`config.mk`:
```
export PLATFORM = sky130hd
export DESIGN_NAME = proj_base_streamer
export DESIGN_NICKNAME = d
export VERILOG_FILES = /design/src/rtl/proj_base_streamer.sv
export SDC_FILE = /design/constraint.sdc
export NUM_CORES = 1
export LEC_CHECK = 0
export BUFFER_PORTS_ARGS = -buffer_cell sky130_fd_sc_hd__clkbuf_2
export CAP_MARGIN = 10
export CORE_MARGIN = 2
export CORE_UTILIZATION = 38
export DETAILED_ROUTE_END_ITERATION = 6
export MAX_ROUTING_LAYER = met4
export PLACE_DENSITY = 0.59
export SETUP_SLACK_MARGIN = 0.3
export SYNTH_ARGS = -nofsm -noshare
export SYNTH_HDL_FRONTEND = slang
export SYNTH_SLANG_ARGS = --single-unit
```
`constraint.sdc`:
```
create_clock -name clk -period 2.6 [get_ports clk]
set_input_delay 0.26 -clock clk [delete_from_list [all_inputs] [get_ports clk]]
set_output_delay 0.26 -clock clk [all_outputs]
set_load 0.05 [all_outputs]
```
`src/rtl/proj_base_streamer.sv`:
```
// Serialises packed base words onto the minhash in_data bus, one base per cycle, with back-pressure.
// Optional PROJ_STREAMER_SKID_EN adds a 2-entry word FIFO in front of the shifter.
//
// state | meaning
// EMPTY | no word held; ready for a new word
// SHIFT | word held; presenting base idx, final base at lim-1
module proj_base_streamer #(
    parameter int BASE_LEN   = 2,
    parameter int WORD_BASES = 16,
    parameter int CNT_W      = $clog2(WORD_BASES + 1)
) (
    input  logic                         clk,
    input  logic                         rst_n,
    input  logic [WORD_BASES*BASE_LEN-1:0] in_word,
    input  logic                         in_valid,
    input  logic                         in_last,
    input  logic [CNT_W-1:0]             in_nbases,
    output logic                         in_ready,
    input  logic                         in_wait,
    output logic [BASE_LEN-1:0]          out_base,
    output logic                         out_valid,
    output logic                         out_last,
    output logic                         err_nbases
);

    localparam int IDX_W = (WORD_BASES > 1) ? $clog2(WORD_BASES) : 1;

    typedef enum logic {EMPTY, SHIFT} state_t;
    typedef logic [WORD_BASES-1:0][BASE_LEN-1:0] word_t;

    state_t           state;
    word_t            word_q;
    logic [CNT_W-1:0] idx_q;
    logic [CNT_W-1:0] lim_q;
    logic             last_q;

    logic             fire;
    logic             at_end;
    logic             shift_take;
    logic             accept;
    logic             nb_bad;
    logic [CNT_W-1:0] in_lim;

    logic             load;
    word_t            ld_word;
    logic             ld_last;
    logic [CNT_W-1:0] ld_lim;

    // An illegal count on a last word falls back to a full word.
    assign nb_bad = in_last && ((in_nbases == '0) || (in_nbases > CNT_W'(WORD_BASES)));
    assign in_lim = (in_last && !nb_bad) ? in_nbases : CNT_W'(WORD_BASES);

    assign fire       = (state == SHIFT) && !in_wait;
    assign at_end     = (idx_q == (lim_q - 1'b1));
    assign shift_take = (state == EMPTY) || (fire && at_end);
    assign accept     = in_valid && in_ready;

`ifdef PROJ_STREAMER_SKID_EN
    localparam int ENT_W = WORD_BASES*BASE_LEN + 1 + CNT_W;

    logic [ENT_W-1:0] fifo_q [2];
    logic [1:0]       cnt_q;
    logic [ENT_W-1:0] in_ent;
    logic             direct;
    logic             push;
    logic             pop;

    assign in_ent   = {in_word, in_last, in_lim};
    assign in_ready = (cnt_q != 2'd2);

    // With an empty FIFO and an idle shifter the word bypasses the FIFO to keep 1-cycle latency.
    assign direct = shift_take && (cnt_q == 2'd0);
    assign pop    = shift_take && (cnt_q != 2'd0);
    assign push   = accept && !direct;
    assign load   = pop || (direct && accept);
    assign {ld_word, ld_last, ld_lim} = pop ? fifo_q[0] : in_ent;

    always_ff @(posedge clk or negedge rst_n) begin
        if (!rst_n) begin
            cnt_q     <= 2'd0;
            fifo_q[0] <= '0;
            fifo_q[1] <= '0;
        end else if (push && pop) begin
            fifo_q[0] <= in_ent;
        end else if (push) begin
            if (cnt_q == 2'd0) fifo_q[0] <= in_ent;
            else               fifo_q[1] <= in_ent;
            cnt_q <= cnt_q + 2'd1;
        end else if (pop) begin
            fifo_q[0] <= fifo_q[1];
            cnt_q     <= cnt_q - 2'd1;
        end
    end
`else
    assign in_ready = shift_take;
    assign load     = accept;
    assign ld_word  = in_word;
    assign ld_last  = in_last;
    assign ld_lim   = in_lim;
`endif

    always_ff @(posedge clk or negedge rst_n) begin
        if (!rst_n) begin
            state      <= EMPTY;
            word_q     <= '0;
            idx_q      <= '0;
            lim_q      <= '0;
            last_q     <= 1'b0;
            err_nbases <= 1'b0;
        end else begin
            if (accept && nb_bad) err_nbases <= 1'b1;
            if (load) begin
                state  <= SHIFT;
                word_q <= ld_word;
                idx_q  <= '0;
                lim_q  <= ld_lim;
                last_q <= ld_last;
            end else if (fire) begin
                if (at_end) state <= EMPTY;
                else        idx_q <= idx_q + 1'b1;
            end
        end
    end

    assign out_valid = (state == SHIFT);
    assign out_base  = out_valid ? word_q[idx_q[IDX_W-1:0]] : '0;
    assign out_last  = out_valid && last_q && at_end;

endmodule

```
==> results of run 1 <==
[cells in the final DEF (no fill, tap or decap), types with 3 or more instances in the layout]
cell / netlist / routed
clkbuf_2: 0 / 43
mux2_4: 16 / 16
mux2_2: 20 / 20
mux4_2: 8 / 8
nor2_1: 4 / 3
and3_1: 5 / 5
buf_8: 0 / 3
dfrtp_1: 45 / 44
xor2_1: 4 / 4
nand2_1: 7 / 7
buf_6: 3 / 4
nand3_1: 4 / 4
nand2b_1: 4 / 4
a211o_1: 3 / 3
clkbuf_8: 0 / 5
a22o_1: 4 / 4
buf_4: 1 / 12
[worst register-to-register path, delay by kind of cell (launching register included)]
| family | cells | cell delay (ns) |
|---|---|---|
| compound gates | 3 | 0.71 |
| flops | 1 | 0.39 |
| xor+xnor | 1 | 0.13 |
| fa+ha+maj | 1 | 0.21 |
| mux | 1 | 0.33 |
| buf+inv | 2 | 0.32 |
[cell families after synthesis]
family	Yosys count	synth area share
adder cells (fa/ha/maj)	2	0.0106
XOR/XNOR	7	0.0260
buffers and inverters	14	0.0345
AND/OR/NAND/NOR	34	0.0808
AO/OA/AOI/OAI	22	0.0871
flip-flops	45	0.478
multiplexers	46	0.283
[repair_timing]
| action | 4_1_cts | 5_1_grt |
|---|---|---|
| pin swaps | 3 | 2 |
| gates resized for setup | 13 | 10 |
| hold buffers | 0 | 0 |
| setup endpoints to repair | 4 | 6 |
| buffers inserted | 8 | 0 |
[power by group through the flow]
| stage | sequential, mW | clock, mW | combinational [mW] |
|---|---|---|---|
| after floorplan | 1.22 | 0 | 1.45 |
| after global placement | 1.28 | 0 | 1.73 |
| after detailed placement | 1.29 | 0 | 1.76 |
| after CTS | 1.26 | 0.638 | 1.97 |
| after global routing | 1.30 | 0.674 | 2.15 |
| final | 1.26 | 0.624 | 2.02 |
[per-layer routing]
metal  vias to the layer above  wire [um]  part of all wire  global-route usage
li1                        742          -                 -                   -
met1                       808       2200              0.45               0.196
met2                        30       2450              0.50               0.256
met3                         6        155             0.032              0.0348
met4                         0         68             0.014              0.0541
met5                         -          0                 0                   -
[cell type report]
cell class | count | area (sq um) | area share
multi-input combinational | 111 | 1190 | 0.402
sequential | 45 | 1130 | 0.382
timing repair buffer | 62 | 395 | 0.134
tap | 75 | 93.8 | 0.0318
clock buffer | 5 | 68.8 | 0.0233
clock inverter | 3 | 65.1 | 0.0221
inverter | 3 | 11.3 | 0.00382
[state kept, by name, indices dropped and copies added (netlist names)]
signal,cells
word_q,32
idx_q,5
lim_q,5
err_nbases,1
last_q,1
out_valid,1
[how the worst max path moves through the flow]
| stage | to | depth (start not counted) |
|---|---|---|
| floorplan | word_q[0]$_DFFE_PN0P_ | 9 |
| global placement | word_q[22]$_DFFE_PN0P_ | 8 |
| detailed placement | word_q[24]$_DFFE_PN0P_ | 8 |
| CTS | out_last | 8 |
| global route | out_base[1] | 5 |
| finish | out_base[1] | 5 |
[metrics by stage]
stage	hold WS, ns	cells
after floorplan	-0.0356	170
after global placement	0.388	288
after detailed placement	0.384	288
after CTS	0.0555	304
after global routing	0.0843	304
final	0.0333	304
==> results.sh, run 1 <==
export IMPL_outcome="finished clean"
export IMPL_critPathLaunch="idx_q[0]$_DFFE_PN0P_"
export IMPL_synth_seq_area_share=0.478
export IMPL_vdd_ir_drop_max_uv=487
export IMPL_setup_viol=0
export IMPL_clkSlewWorstSetupHoldPaths_ns=0.08
export IMPL_grt_pass1_vias=1629
export IMPL_critPathLaunchType="flip-flop"
export IMPL_cp_required_ns=2.34
export IMPL_worstReg2RegEnd="word_q[13]$_DFFE_PN0P_"
export IMPL_root_buffer="clkbuf_8"
export IMPL_drtPass1Iterations=4
export IMPL_fin_crit_ns=2.26
export IMPL_die_area_sq_um=6840
export IMPL_yosys_area_top_type="dfrtp_1"
export IMPL_die_w_um=82.7
export IMPL_swShare=0.342
export IMPL_rows=28
export IMPL_grt_max_degree=46
export IMPL_cp_slowest_cell="mux4_2"
export IMPL_final_setup_worst_slack_ns=0.342
export IMPL_place_ws_ns=0.306
export IMPL_place_congestion=0.726
export IMPL_wirelength_um=4880
export IMPL_async_flop_share=1.00
export IMPL_r2r_slack_ns=0.40
export IMPL_power_density_nw_per_um2=1320
export IMPL_stdcell_area_sq_um=2950
export IMPL_slowest_delay_ns=0.49
export IMPL_synthesis_area_sq_um=2350
export IMPL_finClkSkew_ns=0.00742
export IMPL_fin_util=0.495
export IMPL_tightest_slew_ns=0.660
export IMPL_io_buffers=47
export IMPL_hp_class="in2async"
export IMPL_antennaDiodeCount=0
export IMPL_finalHoldViolCount=0
export IMPL_internal_power_mw=2.57
export IMPL_syn_area_per_cell_sq_um=13.9
export IMPL_ios=48
export IMPL_numCtsBuffers=5
export IMPL_cts_buffer_depth=2
export IMPL_crit_path_cell_trace="buf_4 -> mux4_2 -> mux2_2 -> o211a_1 -> buf_8"
export IMPL_final_nets=272
export IMPL_clock_sinks=45
export IMPL_viasPerCell=5.22
export IMPL_start_util=0.395
export IMPL_area_delta_synth_final_pct=25.2
export IMPL_totalPowerFinal_mw=3.90
export IMPL_ant_nets=0
export IMPL_core_area_sq_um=5960
export IMPL_die_h_um=82.7
export IMPL_rsz0062_at_grt="yes"
export IMPL_synth_common_cells="dfrtp_1 (45), mux2_2 (20), mux2_4 (16)"
export IMPL_finalMaxSlewViolations=0
export IMPL_max_freq_mhz=443
export IMPL_placed_area_sq_um=2670
export IMPL_htree_levels=2
export IMPL_ys_dominant_reg_cell="dfrtp_1"
export IMPL_nFillCells=555
export IMPL_relSlewSlack=0.560
export IMPL_drt_iter0_markers=60
export IMPL_overflow=0
export IMPL_worstSetupPathType="reg2out"
export IMPL_r2r_cells=8
export IMPL_comb_power_share=0.517
export IMPL_vias=1586
export IMPL_clkLatencyLatePin_ns=0.30
export IMPL_antenna_found_initial=0
export IMPL_synth_cell_types=42
export IMPL_track_usage=0.158
export IMPL_cp_max_fo=3
export IMPL_synth_yosys_warnings=0
export IMPL_switching_power_mw=1.34
export IMPL_finalCritPeriodShare=0.868
export IMPL_drv_cap=0
export IMPL_grt_pass1_wl_um=7740
export IMPL_cts_tree="done"
export IMPL_dpl_hpwl_um=3360
export IMPL_p_clk_frac=0.160
export IMPL_synth_most_common_cell="dfrtp_1"
export IMPL_path_buf_inv=2
export IMPL_ys_seq_elements=45
export IMPL_p_leak_nw=1.42
export IMPL_synthTopCellsByArea="dfrtp_1 (48%), mux2_4 (10%), mux2_2 (9.6%)"
export IMPL_cp_end_kind="output pin"
export IMPL_seqPwrFrac=0.323
export IMPL_path_delay_family="multiplexers"
export IMPL_r2r_start="lim_q[1]$_DFFE_PN0P_"
export IMPL_synth_edf_count=0
export IMPL_drc=0
export IMPL_routedWlPerCell_um=16.0
export IMPL_syn_num_nets=214
export IMPL_layout_drive_gt1_share=0.546
export IMPL_tns_ns=0
export IMPL_synth_top_area_frac=0.478
export IMPL_worstPathArrival_ns=2.00
export IMPL_syn_instance_count=170
Power figures use the tool's default switching activity.
==> run 2, diff against run 1 <==
--- a/config.mk
+++ b/config.mk
@@ -8,11 +8,12 @@
 export BUFFER_PORTS_ARGS = -buffer_cell sky130_fd_sc_hd__clkbuf_2
 export CAP_MARGIN = 10
 export CORE_MARGIN = 2
-export CORE_UTILIZATION = 38
+export CORE_UTILIZATION = 54
 export DETAILED_ROUTE_END_ITERATION = 6
 export MAX_ROUTING_LAYER = met4
-export PLACE_DENSITY = 0.59
+export PLACE_DENSITY = 0.79
 export SETUP_SLACK_MARGIN = 0.3
 export SYNTH_ARGS = -nofsm -noshare
 export SYNTH_HDL_FRONTEND = slang
 export SYNTH_SLANG_ARGS = --single-unit
+export TNS_END_PERCENT = 5
==> run 2 against run 1 <==
Net effect: clock power decreased by 34%; sequential share of layout area increased by 1.8 points; setup slack got worse by 0.032 ns; non-clock buffer count decreased by 4; design area decreased by 4.5%; critical path type unchanged.
==> results.sh, run 2 (same netlist as run 1, synthesis figures left out) <==
export IMPL_layout_drive_gt1_share=0.516
export IMPL_ios=48
export IMPL_grt_pass1_vias=1629
export IMPL_cp_max_fo=3
export IMPL_ant_nets=0
export IMPL_critPathLaunchType="flip-flop"
export IMPL_nFillCells=324
export IMPL_seqPwrFrac=0.353
export IMPL_worstPathArrival_ns=2.03
export IMPL_dpl_hpwl_um=3110
export IMPL_overflow=0
export IMPL_clkSlewWorstSetupHoldPaths_ns=0.08
export IMPL_die_w_um=70.0
export IMPL_vias=1573
export IMPL_cts_buffer_depth=2
export IMPL_finalCritPeriodShare=0.881
export IMPL_cts_tree="done"
export IMPL_tns_ns=0
export IMPL_drtPass1Iterations=4
export IMPL_die_h_um=70.0
export IMPL_core_area_sq_um=4260
export IMPL_tightest_slew_ns=0.608
export IMPL_p_clk_frac=0.114
export IMPL_regMostFlops="word_q"
export IMPL_rsz0062_at_grt="yes"
export IMPL_grt_max_degree=46
export IMPL_worstSetupPathType="reg2out"
export IMPL_io_buffers=47
export IMPL_drc=0
export IMPL_cp_end_kind="output pin"
export IMPL_drt_iter0_markers=54
export IMPL_viasPerCell=5.68
export IMPL_finalHoldViolCount=0
export IMPL_track_usage=0.213
export IMPL_drv_cap=0
export IMPL_relSlewSlack=0.595
export IMPL_die_area_sq_um=4900
export IMPL_vdd_ir_drop_max_uv=624
export IMPL_setup_viol=0
export IMPL_routedWlPerCell_um=16.9
export IMPL_wirelength_um=4680
export IMPL_outcome="finished clean"
export IMPL_grt_pass1_wl_um=7860
export IMPL_rows=24
export IMPL_cts_hold_buffers=0
export IMPL_finalMaxSlewViolations=0
export IMPL_switching_power_mw=1.31
export IMPL_finClkSkew_ns=0.00204
export IMPL_fin_crit_ns=2.29
export IMPL_area_delta_synth_final_pct=19.5
export IMPL_clock_sinks=45
export IMPL_final_setup_worst_slack_ns=0.310
export IMPL_layout_commonest_cell="dfrtp_1"
export IMPL_final_nets=268
export IMPL_comb_power_share=0.533
export IMPL_cp_required_ns=2.34
export IMPL_power_density_nw_per_um2=1280
export IMPL_antenna_found_initial=0
export IMPL_place_congestion=0.788
export IMPL_clkLatencyLatePin_ns=0.29
export IMPL_p_leak_nw=1.36
export IMPL_largest_register_ffs=32
export IMPL_start_util=0.552
export IMPL_swShare=0.364
export IMPL_reg_top3="word_q x32, idx_q x5, lim_q x5"
export IMPL_final_cell_mix="dfrtp_1 (44), clkbuf_2 (43), mux2_2 (20)"
export IMPL_max_freq_mhz=437
export IMPL_hp_class="in2async"
export IMPL_htree_levels=2
export IMPL_numCtsBuffers=5
export IMPL_place_ws_ns=0.244
export IMPL_antennaDiodeCount=0
export IMPL_internal_power_mw=2.29
export IMPL_root_buffer="clkbuf_8"
==> run 2: final cells by class <==
type	count	area [sq um]	area share
timing repair buffer	58	360	0.128
sequential	45	1130	0.401
clock inverter	1	7.51	0.00267
inverter	3	11.3	0.00400
tap	52	65.1	0.0231
clock buffer	7	76.3	0.0271
multi-input combinational	111	1170	0.414
==> run 2: final timing paths <==
check	to	start	slack, ns	depth (start not counted)
max in group asynchronous	idx_q[0]$_DFFE_PN0P_	rst_n	2.16	2
setup reg to reg	idx_q[0]$_DFFE_PN0P_	lim_q[1]$_DFFE_PN0P_	0.34	9
hold reg to reg	word_q[14]$_DFFE_PN0P_	word_q[14]$_DFFE_PN0P_	0.51	1
min in group clk	word_q[28]$_DFFE_PN0P_	in_word[28]	0.19	2
setup / recovery	in_ready	lim_q[1]$_DFFE_PN0P_	0.31	8
hold / removal	lim_q[1]$_DFFE_PN0P_	rst_n	0.03	2
==> run 2: stage by stage <==
step                std cells   util  cell area (sq um)  hold slack, ns  power [mW]
floorplan                 170      -               2360         -0.0356        2.67
global placement          265  0.620               2640           0.374        2.97
detailed placement        265  0.620               2640           0.371        3.04
CTS                       277  0.658               2810          0.0538        3.60
global route              277  0.660               2810          0.0705        3.84
finish                    277  0.660               2810          0.0258        3.60
==> run 2: what timing repair did <==
item | CTS | global route
hold endpoints to repair | 0 | 0
buffers inserted | 4 | 0
endpoints found under the setup margin | 29 | 34
gates cloned | 0 | 0
resized for setup | 13 | 4
pin swaps | 2 | 1
==> run 2: worst max-delay path: stages (launching register included) <==
cell and delay, ns:
dfrtp_1 0.41, inv_1 0.07, ha_2 0.26, xnor2_1 0.13, a211oi_2 0.21, o311ai_4 0.14
buf_6 0.16, o21ai_4 0.17, buf_8 0.17
==> run 2: per-layer routing <==
metal / GRT usage / vias up / share of wire / routed length (um)
li1: - / 741 / - / -
met2: 0.352 / 41 / 0.53 / 2470
met5: - / - / 0 / 0
met1: 0.263 / 784 / 0.41 / 1940
met3: 0.0433 / 7 / 0.046 / 214
met4: 0.0705 / 0 / 0.014 / 65
==> run 2: power by group through the flow <==
stage	clock, mW	sequential, mW	combinational, mW
after floorplan	0	1.22	1.45
after global placement	0	1.26	1.71
after detailed placement	0	1.28	1.75
after CTS	0.424	1.27	1.91
after global routing	0.451	1.32	2.07
final	0.412	1.27	1.92
==> run 3, diff against run 2 <==
--- a/config.mk
+++ b/config.mk
@@ -5,13 +5,14 @@
 export SDC_FILE = /design/constraint.sdc
 export NUM_CORES = 1
 export LEC_CHECK = 0
-export BUFFER_PORTS_ARGS = -buffer_cell sky130_fd_sc_hd__clkbuf_2
 export CAP_MARGIN = 10
 export CORE_MARGIN = 2
-export CORE_UTILIZATION = 54
+export CORE_UTILIZATION = 60
+export CTS_CLUSTER_SIZE = 20
 export DETAILED_ROUTE_END_ITERATION = 6
+export DONT_BUFFER_PORTS = 1
 export MAX_ROUTING_LAYER = met4
-export PLACE_DENSITY = 0.79
+export PLACE_DENSITY = 0.76
 export SETUP_SLACK_MARGIN = 0.3
 export SYNTH_ARGS = -nofsm -noshare
 export SYNTH_HDL_FRONTEND = slang
==> constraint.sdc (replaced) <==
create_clock -name clk -period 2.2 [get_ports clk]
set_input_delay 0.22 -clock clk [delete_from_list [all_inputs] [get_ports clk]]
set_output_delay 0.22 -clock clk [all_outputs]
set_load 0.05 [all_outputs]
==> run 3 against run 2 <==
Net effect: clock power increased by 62%; count of clock-buffer cells in the layout fell by 1; largest cell class unchanged; final cell count shrank 14%; die area decreased by 9.4%; the flow now finishes with violations (negative setup slack); flip-flop and latch count unchanged; highest routed layer unchanged; critical path depth stayed put; critical path type unchanged; first-iteration DRC count increased by 81%; sequential share of layout area grew 0.36 points; combinational power increased by 27%; sequential power up 20%.
==> results.sh, run 3 (same netlist as run 1, synthesis figures left out) <==
export IMPL_grt_pass1_wl_um=7460
export IMPL_cp_max_fo=7
export IMPL_dpl_hpwl_um=3190
export IMPL_clkLatencyLatePin_ns=0.30
export IMPL_clock_sinks=45
export IMPL_root_buffer="clkbuf_8"
export IMPL_finClkSkew_ns=0.0113
export IMPL_numCtsBuffers=5
export IMPL_layout_drive_gt1_share=0.460
export IMPL_reg_top3="word_q x32, idx_q x5, lim_q x5"
export IMPL_drc=0
export IMPL_hp_class="in2reg"
export IMPL_drt_iter0_markers=98
export IMPL_grt_pass1_vias=1522
export IMPL_die_area_sq_um=4440
export IMPL_start_util=0.634
export IMPL_htree_levels=2
export IMPL_rows=22
export IMPL_critPathLaunchType="flip-flop"
export IMPL_overflow=0
export IMPL_layout_commonest_cell="dfrtp_1"
export IMPL_relSlewSlack=0.670
export IMPL_power_density_nw_per_um2=1650
export IMPL_tns_ns=-0.0278
export IMPL_setup_viol=2
export IMPL_max_freq_mhz=452
export IMPL_cp_end_kind="output pin"
export IMPL_final_setup_worst_slack_ns=-0.0147
export IMPL_vias=1483
export IMPL_ios=48
export IMPL_worstSetupPathType="reg2out"
export IMPL_die_w_um=66.6
export IMPL_ant_nets=0
export IMPL_io_buffers=0
export IMPL_finalMaxSlewViolations=0
export IMPL_track_usage=0.236
export IMPL_violations="negative setup slack"
export IMPL_grt_max_degree=46
export IMPL_cts_tree="done"
export IMPL_worstPathArrival_ns=1.99
export IMPL_cts_buffer_depth=2
export IMPL_outcome="finished, violations left"
export IMPL_regMostFlops="word_q"
export IMPL_fin_crit_ns=2.21
export IMPL_p_leak_nw=1.27
export IMPL_tightest_slew_ns=0.494
export IMPL_viasPerCell=6.26
export IMPL_antenna_found_initial=0
export IMPL_drtPass1Iterations=4
export IMPL_rsz0062_at_grt="yes"
export IMPL_place_congestion=0.795
export IMPL_totalPowerFinal_mw=4.61
export IMPL_final_cell_mix="dfrtp_1 (44), mux2_4 (19), mux2_2 (17)"
export IMPL_clkSlewWorstSetupHoldPaths_ns=0.09
export IMPL_cp_required_ns=1.98
export IMPL_die_h_um=66.6
export IMPL_largest_register_ffs=32
export IMPL_drv_cap=0
export IMPL_vdd_ir_drop_max_uv=1080
export IMPL_core_area_sq_um=3720
export IMPL_final_nets=232
export IMPL_finalCritPeriodShare=1.01
export IMPL_finalHoldViolCount=0
export IMPL_routedWlPerCell_um=20.1
export IMPL_final_cells=237
export IMPL_whs_ns=0.0320
export IMPL_wirelength_um=4780
export IMPL_place_inst=220
export IMPL_antennaDiodeCount=0
export IMPL_area_delta_synth_final_pct=18.4
## run 3: critical path: stages (launching register included)
cell and delay [ns]:
dfrtp_1 0.41, inv_2 0.07, ha_4 0.19, xnor2_2 0.13, a211oi_2 0.27, o311ai_4 0.15
buf_6 0.17, o21ai_4 0.16, buf_12 0.16
## run 3: metrics by stage
stage	cell area, sq um	setup slack, ns	util
2_1_floorplan	2380	0.00151	-
3_3_place_gp	2500	0.0873	0.674
3_5_place_dp	2500	0.00644	0.674
4_1_cts	2750	-0.0184	0.740
5_1_grt	2790	-0.112	0.751
6_report	2790	-0.0147	0.751
## run 3: per-layer routing
| metal | share of wire | vias to the layer above | track usage | wire, um |
|---|---|---|---|---|
| met3 | 0.050 | 11 | 0.0507 | 240 |
| met4 | 0.019 | 0 | 0.0765 | 93 |
| met2 | 0.52 | 43 | 0.389 | 2490 |
| met1 | 0.41 | 762 | 0.294 | 1950 |
| met5 | 0 | - | - | 0 |
| li1 | - | 667 | - | - |
## run 3: area by class of cell
cell class / instances / area, sq um
clock inverter: 2 / 41.3
inverter: 3 / 11.3
clock buffer: 6 / 82.6
tap: 48 / 60.1
fill: 242 / 927
sequential: 45 / 1130
timing repair buffer: 22 / 249
multi-input combinational: 111 / 1220
## run 3: final timing paths
path                                             start                endpoint  slack, ns  cells past startpoint
min in group asynchronous                        rst_n   word_q[9]$_DFFE_PN0P_       0.40                      2
worst min-delay path                          in_valid   out_valid$_DFFE_PN0P_       0.03                      2
worst max register to register    lim_q[1]$_DFFE_PN0P_  word_q[17]$_DFFE_PN0P_       0.03                      8
worst max-delay path              lim_q[1]$_DFFE_PN0P_                in_ready      -0.01                      8
worst min register to register  word_q[21]$_DFFE_PN0P_  word_q[21]$_DFFE_PN0P_       0.51                      1
max in group asynchronous                        rst_n    idx_q[0]$_DFFE_PN0P_       1.58                      2
## run 3: power breakdown
group	switching (mW)	leakage (nW)	internal (mW)	total (mW)
sequential	0.300	0.539	1.22	1.52
clock	0.290	0.0633	0.377	0.667
combinational	1.05	0.669	1.38	2.43
## run 3: what timing repair did
| action | in CTS | in global routing |
|---|---|---|
| pin swaps | 5 | 7 |
| hold buffers | 2 | 0 |
| setup buffers | 3 | 4 |
| endpoints found under the setup margin | 48 | 49 |
| endpoints found under the hold margin | 45 | 0 |
| gates resized for setup | 15 | 2 |
